--- config.mk ---
export PLATFORM = sky130hd
export DESIGN_NAME = pipe_dest_tracker_flat
export DESIGN_NICKNAME = d
export VERILOG_FILES = /design/src/rtl/pipe_dest_tracker_if.sv /design/src/rtl/pipe_dest_tracker.sv /design/src/flat_wrapper.sv
export SDC_FILE = /design/constraint.sdc
export NUM_CORES = 1
export LEC_CHECK = 0
export CAP_MARGIN = 10
export CORE_ASPECT_RATIO = 1.4
export CORE_MARGIN = 2
export CORE_UTILIZATION = 44
export DETAILED_ROUTE_END_ITERATION = 8
export HOLD_SLACK_MARGIN = 0.03
export PLACE_DENSITY_LB_ADDON = 0.2
export SLEW_MARGIN = 20
export SYNTH_ARGS = -nofsm -noshare
export SYNTH_HDL_FRONTEND = slang
export SYNTH_SLANG_ARGS = --single-unit
--- constraint.sdc ---
create_clock -name clk -period 2.55 [get_ports clk]
set_clock_uncertainty 0.1 [all_clocks]
set_input_delay 0.51 -clock clk [delete_from_list [all_inputs] [get_ports clk]]
set_output_delay 0.51 -clock clk [all_outputs]
set_load 0.02 [all_outputs]
--- src/rtl/pipe_dest_tracker_if.sv ---
// Signal bundle between the decode stage and the destination tracker.
// The master side drives ID-stage fields; the slave side reports hazard and pipeline state.
interface pipe_dest_tracker_if;
  logic        id_valid;
  logic [4:0]  id_rs1;
  logic [4:0]  id_rs2;
  logic [4:0]  id_rd;
  logic        id_regwrite;
  logic        id_memread;
  logic        flush;

  logic        stall;
  logic [4:0]  id_ex_rs1;
  logic [4:0]  id_ex_rs2;
  logic [4:0]  id_ex_rd;
  logic        id_ex_regwrite;
  logic        id_ex_memread;
  logic [4:0]  ex_mem_rd;
  logic        ex_mem_regwrite;
  logic [4:0]  mem_wb_rd;
  logic        mem_wb_regwrite;
  logic [15:0] stall_cnt;

  modport master (
    output id_valid, id_rs1, id_rs2, id_rd, id_regwrite, id_memread, flush,
    input  stall, id_ex_rs1, id_ex_rs2, id_ex_rd, id_ex_regwrite, id_ex_memread,
    input  ex_mem_rd, ex_mem_regwrite, mem_wb_rd, mem_wb_regwrite, stall_cnt
  );

  modport slave (
    input  id_valid, id_rs1, id_rs2, id_rd, id_regwrite, id_memread, flush,
    output stall, id_ex_rs1, id_ex_rs2, id_ex_rd, id_ex_regwrite, id_ex_memread,
    output ex_mem_rd, ex_mem_regwrite, mem_wb_rd, mem_wb_regwrite, stall_cnt
  );
endinterface

--- src/rtl/pipe_dest_tracker.sv ---
// Tracks destination registers through ID/EX, EX/MEM and MEM/WB, detects load-use
// hazards, inserts bubbles and counts stalled cycles.
module pipe_dest_tracker (
  input  logic                 clk,
  input  logic                 rst_n,
  pipe_dest_tracker_if.slave   io_pipe
);

  logic [4:0]  r_idex_rs1, r_idex_rs2, r_idex_rd;
  logic        r_idex_regwrite, r_idex_memread;
  logic [4:0]  r_exmem_rd;
  logic        r_exmem_regwrite;
  logic [4:0]  r_memwb_rd;
  logic        r_memwb_regwrite;
  logic [15:0] r_stall_cnt;

  logic        w_hazard;
  logic        w_stall;
  logic        w_bubble;
  logic [4:0]  w_idex_rs1_d, w_idex_rs2_d, w_idex_rd_d;
  logic        w_idex_regwrite_d, w_idex_memread_d;
  logic [15:0] w_stall_cnt_d;

  // A load in EX whose result ID needs cannot forward in time; x0 never creates a hazard.
  always_comb begin
    w_hazard = r_idex_memread && (r_idex_rd != 5'd0) &&
               ((r_idex_rd == io_pipe.id_rs1) || (r_idex_rd == io_pipe.id_rs2));
    w_stall  = io_pipe.id_valid && w_hazard && !io_pipe.flush;
    w_bubble = io_pipe.flush || w_stall || !io_pipe.id_valid;
  end

  always_comb begin
    w_idex_rs1_d      = 5'd0;
    w_idex_rs2_d      = 5'd0;
    w_idex_rd_d       = 5'd0;
    w_idex_regwrite_d = 1'b0;
    w_idex_memread_d  = 1'b0;
    if (!w_bubble) begin
      w_idex_rs1_d      = io_pipe.id_rs1;
      w_idex_rs2_d      = io_pipe.id_rs2;
      w_idex_rd_d       = io_pipe.id_rd;
      w_idex_regwrite_d = io_pipe.id_regwrite && (io_pipe.id_rd != 5'd0);
      w_idex_memread_d  = io_pipe.id_memread;
    end
  end

  always_comb begin
    w_stall_cnt_d = r_stall_cnt;
    if (w_stall && (r_stall_cnt != 16'hFFFF)) begin
      w_stall_cnt_d = r_stall_cnt + 16'd1;
    end
  end

  always_ff @(posedge clk or negedge rst_n) begin
    if (!rst_n) begin
      r_idex_rs1       <= 5'd0;
      r_idex_rs2       <= 5'd0;
      r_idex_rd        <= 5'd0;
      r_idex_regwrite  <= 1'b0;
      r_idex_memread   <= 1'b0;
      r_exmem_rd       <= 5'd0;
      r_exmem_regwrite <= 1'b0;
      r_memwb_rd       <= 5'd0;
      r_memwb_regwrite <= 1'b0;
      r_stall_cnt      <= 16'd0;
    end else begin
      r_idex_rs1       <= w_idex_rs1_d;
      r_idex_rs2       <= w_idex_rs2_d;
      r_idex_rd        <= w_idex_rd_d;
      r_idex_regwrite  <= w_idex_regwrite_d;
      r_idex_memread   <= w_idex_memread_d;
      // Later stages never freeze: the stalled load must keep draining.
      r_exmem_rd       <= r_idex_rd;
      r_exmem_regwrite <= r_idex_regwrite;
      r_memwb_rd       <= r_exmem_rd;
      r_memwb_regwrite <= r_exmem_regwrite;
      r_stall_cnt      <= w_stall_cnt_d;
    end
  end

  assign io_pipe.stall           = w_stall;
  assign io_pipe.id_ex_rs1       = r_idex_rs1;
  assign io_pipe.id_ex_rs2       = r_idex_rs2;
  assign io_pipe.id_ex_rd        = r_idex_rd;
  assign io_pipe.id_ex_regwrite  = r_idex_regwrite;
  assign io_pipe.id_ex_memread   = r_idex_memread;
  assign io_pipe.ex_mem_rd       = r_exmem_rd;
  assign io_pipe.ex_mem_regwrite = r_exmem_regwrite;
  assign io_pipe.mem_wb_rd       = r_memwb_rd;
  assign io_pipe.mem_wb_regwrite = r_memwb_regwrite;
  assign io_pipe.stall_cnt       = r_stall_cnt;

endmodule

--- src/flat_wrapper.sv ---
// flat-port wrapper written by rule: the top's interface ports become plain ports
module pipe_dest_tracker_flat 
  (clk, rst_n, io_pipe_id_valid, io_pipe_id_rs1, io_pipe_id_rs2, io_pipe_id_rd, io_pipe_id_regwrite, io_pipe_id_memread, io_pipe_flush, io_pipe_stall, io_pipe_id_ex_rs1, io_pipe_id_ex_rs2, io_pipe_id_ex_rd, io_pipe_id_ex_regwrite, io_pipe_id_ex_memread, io_pipe_ex_mem_rd, io_pipe_ex_mem_regwrite, io_pipe_mem_wb_rd, io_pipe_mem_wb_regwrite, io_pipe_stall_cnt);
  pipe_dest_tracker_if io_pipe_i ();
  input  logic clk;
  input  logic rst_n;
  input wire logic [$bits(io_pipe_i.id_valid)-1:0] io_pipe_id_valid;
  input wire logic [$bits(io_pipe_i.id_rs1)-1:0] io_pipe_id_rs1;
  input wire logic [$bits(io_pipe_i.id_rs2)-1:0] io_pipe_id_rs2;
  input wire logic [$bits(io_pipe_i.id_rd)-1:0] io_pipe_id_rd;
  input wire logic [$bits(io_pipe_i.id_regwrite)-1:0] io_pipe_id_regwrite;
  input wire logic [$bits(io_pipe_i.id_memread)-1:0] io_pipe_id_memread;
  input wire logic [$bits(io_pipe_i.flush)-1:0] io_pipe_flush;
  output wire logic [$bits(io_pipe_i.stall)-1:0] io_pipe_stall;
  output wire logic [$bits(io_pipe_i.id_ex_rs1)-1:0] io_pipe_id_ex_rs1;
  output wire logic [$bits(io_pipe_i.id_ex_rs2)-1:0] io_pipe_id_ex_rs2;
  output wire logic [$bits(io_pipe_i.id_ex_rd)-1:0] io_pipe_id_ex_rd;
  output wire logic [$bits(io_pipe_i.id_ex_regwrite)-1:0] io_pipe_id_ex_regwrite;
  output wire logic [$bits(io_pipe_i.id_ex_memread)-1:0] io_pipe_id_ex_memread;
  output wire logic [$bits(io_pipe_i.ex_mem_rd)-1:0] io_pipe_ex_mem_rd;
  output wire logic [$bits(io_pipe_i.ex_mem_regwrite)-1:0] io_pipe_ex_mem_regwrite;
  output wire logic [$bits(io_pipe_i.mem_wb_rd)-1:0] io_pipe_mem_wb_rd;
  output wire logic [$bits(io_pipe_i.mem_wb_regwrite)-1:0] io_pipe_mem_wb_regwrite;
  output wire logic [$bits(io_pipe_i.stall_cnt)-1:0] io_pipe_stall_cnt;
  assign io_pipe_i.id_valid = io_pipe_id_valid;
  assign io_pipe_i.id_rs1 = io_pipe_id_rs1;
  assign io_pipe_i.id_rs2 = io_pipe_id_rs2;
  assign io_pipe_i.id_rd = io_pipe_id_rd;
  assign io_pipe_i.id_regwrite = io_pipe_id_regwrite;
  assign io_pipe_i.id_memread = io_pipe_id_memread;
  assign io_pipe_i.flush = io_pipe_flush;
  assign io_pipe_stall = io_pipe_i.stall;
  assign io_pipe_id_ex_rs1 = io_pipe_i.id_ex_rs1;
  assign io_pipe_id_ex_rs2 = io_pipe_i.id_ex_rs2;
  assign io_pipe_id_ex_rd = io_pipe_i.id_ex_rd;
  assign io_pipe_id_ex_regwrite = io_pipe_i.id_ex_regwrite;
  assign io_pipe_id_ex_memread = io_pipe_i.id_ex_memread;
  assign io_pipe_ex_mem_rd = io_pipe_i.ex_mem_rd;
  assign io_pipe_ex_mem_regwrite = io_pipe_i.ex_mem_regwrite;
  assign io_pipe_mem_wb_rd = io_pipe_i.mem_wb_rd;
  assign io_pipe_mem_wb_regwrite = io_pipe_i.mem_wb_regwrite;
  assign io_pipe_stall_cnt = io_pipe_i.stall_cnt;
  pipe_dest_tracker u_core (.clk(clk), .rst_n(rst_n), .io_pipe(io_pipe_i));
endmodule
Yosys cells after proc, flatten, opt, wreduce, memory -nomap -nowiden --
Index checks and enable logic that the tools add are counted.
Operators by class: mux-type cells 5, equal/unequal tests 3, $add $sub $neg 1, reduce and logical (&&, ||, !) cells 13
Operators with widths (number):
- 16-bit by 1-bit adder with 16-bit output (second input constant) | 1
- 16-bit inequality test (second input constant) | 1
- 5-bit two-way mux | 3
- 5-bit == test | 2
- 5-bit nonzero test | 2
- 1-bit logical AND | 6
- 1-bit logical OR | 3
- 1-bit zero test | 2
- 1-bit two-way mux | 2
Storage, ports and cells: logic and storage cells 32, input port bits 21, output and inout port bits 46, bits in registers 45

Depth between registers and ports, before layout --
depth after elaboration 8, depth in mapped cells 6, gate-level depth less buffers 6

Least setup slack after synthesis --
OpenSTA, ideal clock, no wires.
kind reg2out, start reg u_core.r_idex_rd[2] (netlist: u_core.io_pipe.id_ex_rd[2]), end out io_pipe_stall, stages on the path, launching flop included 6, slack 177 ps, data required time 1940 ps, data arrival time 1763 ps, path through dfrtp_1 xor2_1 nor3_1 a22oi_2 buf_4 nor3_1
On the way: cells in the longest elaborated chain, start to end 5, elaborated cells between the ends (all ways) 8
RTL lines:
- from (decl) | line pipe_dest_tracker.sv:9 | logic [4:0] r_idex_rs1, r_idex_rs2, r_idex_rd;
- from (signal assigned) | line pipe_dest_tracker.sv:69 | r_idex_rd <= w_idex_rd_d;
- 5-bit == test / 5-bit nonzero test (equally long branches) | line pipe_dest_tracker.sv:27, pipe_dest_tracker.sv:26
- 1-bit logical OR / 1-bit logical AND (equally long branches) | line pipe_dest_tracker.sv:27, pipe_dest_tracker.sv:26
- 1-bit logical AND (*) | line pipe_dest_tracker.sv:26 | w_hazard = r_idex_memread && (r_idex_rd != 5'd0) &&
- 1-bit logical AND (*) (2 in a row) | line pipe_dest_tracker.sv:28 | w_stall = io_pipe.id_valid && w_hazard && !io_pipe.flush;
- to (decl) | line flat_wrapper.sv:14 | output wire logic [$bits(io_pipe_i.stall)-1:0] io_pipe_stall;
Every way passes the cells marked *; elsewhere a longest branch is shown, timed or not.

Worst setup path after layout --
start in io_pipe_id_rs2[2], end out io_pipe_stall
On the way: cells in the longest elaborated chain, start to end 5
RTL lines:
- from (decl) | line flat_wrapper.sv:9 | input wire logic [$bits(io_pipe_i.id_rs2)-1:0] io_pipe_id_rs2;
- 5-bit == test | line pipe_dest_tracker.sv:27 | ((r_idex_rd == io_pipe.id_rs1) || (r_idex_rd == io_pipe.id_rs2));
- 1-bit logical OR | line pipe_dest_tracker.sv:27
- 1-bit logical AND | line pipe_dest_tracker.sv:26
- 1-bit logical AND (2 in a row) | line pipe_dest_tracker.sv:28
Every way passes these cells.

==> results_dict.tcl <==
set metrics [dict create \
    placed_area_sq_um 2580 \
    switchingPower_uw 320 \
    ys_warn_count 0 \
    hold_class "in -> async" \
    antenna_cells 0 \
    synth_nets 164 \
    syn_inst 142 \
    tightestPinTransition_ps 550 \
    powerDensity_nw_per_um2 495 \
    drive_above_1_share 0.174 \
    required_ps 1940 \
    fmax_mhz 408 \
    maxSlewViolCount 0 \
    path_clk_slew_ps 80 \
    synth_ff_type "dfrtp_1" \
    wl_met2_microns 2140 \
    synthTopCellsByArea "dfrtp_1, xor2_1, and2_2" \
    grt_first_pass_wirelength_microns 6960 \
    area_growth_pct 44.1 \
    clk_latency_ps 290 \
    post-dp-hpwl_microns 3050 \
    synth_area_per_cell_sq_um 13.1 \
    cts_setup_buffers 0 \
    endpoint_kind "output pin" \
    gr-usage-all-layers 0.195 \
    grt_max_degree 46 \
    die_area_sq_um 4770 \
    nets 239 \
    io-pin-count 67 \
    critical_path_class "in -> out" \
    internal_power_mw 1.01 \
    violations "design-rule violations" \
    finalSetupViolCount 0 \
    wl_met1_microns 1620 \
    overflow 0 \
    drt-pass1-iter-count 6 \
    swShare 0.242 \
    dieHeight_microns 81.0 \
    wl_microns 4060 \
    synth_edf_count 0 \
    h-tree-depth 2 \
    final_common_cell "clkdlybuf4s50_1" \
    std_cell_rows 28 \
    cap_violations 0 \
    wl_per_cell_microns 15.4 \
    ys_ff_latch 45 \
    crit_arrival_ps 1840 \
    status "finished, violations left" \
    drc 3 \
    synthArstFlopShare 1.00 \
    cts_sinks 45 \
    p_leak_nw 1.26 \
    fin_crit_ps 2450 \
    clkPwrFrac 0.317 \
    hold_violations 0 \
    root_buffer "clkbuf_8" \
    wl_met3_microns 241 \
    drtAntennaViolNets 0 \
    fin_area_sq_um 2680 \
    seq_area_frac_synth 0.605 \
    synth_cell_type_count 32 \
    grt_setup_unrepaired "false" \
    path_max_fanout 2 \
    core-area_sq_um 4130 \
    top_layer "met4" \
    start_util 0.450 \
    cts_buffers 5 \
    post-route-period-util 0.962 \
    detail_route.vias_per_cell 5.23 \
    place_congestion 0.834 \
    final_cell_mix "clkdlybuf4s50_1, dfrtp_1, xor2_1" \
    drt_first_iter_violations 70 \
    antenna_found_initial 0 \
    power_mw 1.33 \
    tritoncts "built" \
    power_frac_comb 0.121 \
    p_seq_frac 0.561 \
    maxSlewHeadroom 0.634 \
    cts_buffer_depth 2 \
    critPathLaunchType "primary input" \
    ir_drop_mv 0.414 \
    die_w_microns 59.0 \
    synth_area_leader_cell "dfrtp_1" \
    vias 1375 \
    synth_area_sq_um 1860 \
    portBuffers 66 \
    synth_top_cell_area_share 0.605 \
    grt_pass1_vias 1493 \
    postCtsHoldBufs 0 \
]
layer usage:
layer / track usage / up-vias
met3: 0.0525 / 6
met5: 0 / -
li1: - / 636
met4: 0.0795 / 0
met2: 0.328 / 42
met1: 0.233 / 691
logic make-up (layout without fill, tap and decap cells):
group | count (synthesis) | after routing | share of synthesized area
buffers and inverters | 5 | 81 | 0.0161
multiplexers | 2 | 2 | 0.0134
flip-flops | 45 | 45 | 0.605
XOR/XNOR | 24 | 24 | 0.113
AO/OA/AOI/OAI | 6 | 6 | 0.0363
AND/OR/NAND/NOR | 59 | 59 | 0.210
adder cells (fa/ha/maj) | 1 | 1 | 0.00672
power by group through the flow:
stage	Combinational, mW	Clock (mW)	Sequential, mW
floorplan	0.0387	0	0.781
global placement	0.157	0	0.758
detailed placement	0.160	0	0.759
CTS	0.162	0.437	0.745
global route	0.174	0.465	0.748
finish	0.161	0.421	0.745
cell usage after synthesis, drive strengths merged (2+ instances only):
library cell and count:
and3 2, o211a 2, buf 2, inv 3, dfrtp 45, nor3 9, and4 3, nand3 4
and2 17, xor2 23, nor4 3, nor3b 3, nand4 5, nor2 5, nand2 4
critical path, stage by stage:
cell and delay [ps]:
clkdlybuf4s50_1 450, xor2_1 170, nor3_2 200, a22oi_2 120
nor3_2 190, buf_2 200
sequential cells by signal, indices dropped and copies added, names as in the netlist:
name / count
u_core.io_pipe.id_ex_rs1: 5
u_core.io_pipe.id_ex_regwrite: 1
u_core.io_pipe.mem_wb_rd: 5
u_core.io_pipe.mem_wb_regwrite: 1
u_core.io_pipe.stall_cnt: 16
u_core.io_pipe.id_ex_rd: 5
u_core.io_pipe.ex_mem_rd: 5
u_core.io_pipe.id_ex_memread: 1
u_core.io_pipe.id_ex_rs2: 5
u_core.io_pipe.ex_mem_regwrite: 1
cell type report:
class | instances | area, sq um
Multi-Input combinational cell | 92 | 721
Sequential cell | 45 | 1130
Clock inverter | 2 | 15.0
Clock buffer | 6 | 72.6
Timing Repair Buffer | 70 | 681
Inverter | 3 | 11.3
Fill cell | 345 | 1450
Tap cell | 45 | 56.3
worst paths after layout:
path	startpoint	endpoint	slack [ps]	cells past startpoint
max	io_pipe_id_rs2[2]	io_pipe_stall	100	6
min	rst_n	u_core.io_pipe.mem_wb_rd[0]$_DFF_PN0_	180	2
max reg2reg	u_core.io_pipe.id_ex_rd[0]$_DFF_PN0_	u_core.io_pipe.stall_cnt[1]$_DFFE_PN0P_	520	5
min reg2reg	u_core.io_pipe.ex_mem_regwrite$_DFF_PN0_	u_core.io_pipe.mem_wb_regwrite$_DFF_PN0_	280	0
max in group asynchronous	rst_n	u_core.io_pipe.stall_cnt[15]$_DFFE_PN0P_	1790	2
min in group clk	u_core.io_pipe.ex_mem_regwrite$_DFF_PN0_	u_core.io_pipe.mem_wb_regwrite$_DFF_PN0_	280	0
timing repair:
item                                    in CTS  in global routing
gates resized for setup                      6                  2
pin swaps                                    0                  0
hold endpoints to repair                     0                  0
endpoints found under the setup margin       1                  1
stage by stage:
| step | setup TNS (ps) | hold WS (ps) | cells | setup WS (ps) | utilization |
|---|---|---|---|---|---|
| 2_1_floorplan | 0 | 114 | 142 | 177 | - |
| 3_3_place_gp | -413 | 257 | 255 | -413 | 0.625 |
| 3_5_place_dp | -419 | 266 | 255 | -419 | 0.625 |
| 4_1_cts | 0 | 197 | 263 | 34.2 | 0.646 |
| 5_1_grt | 0 | 238 | 263 | 21.1 | 0.649 |
| 6_report | 0 | 177 | 263 | 97.8 | 0.649 |
(Power assumes the default switching activity.)
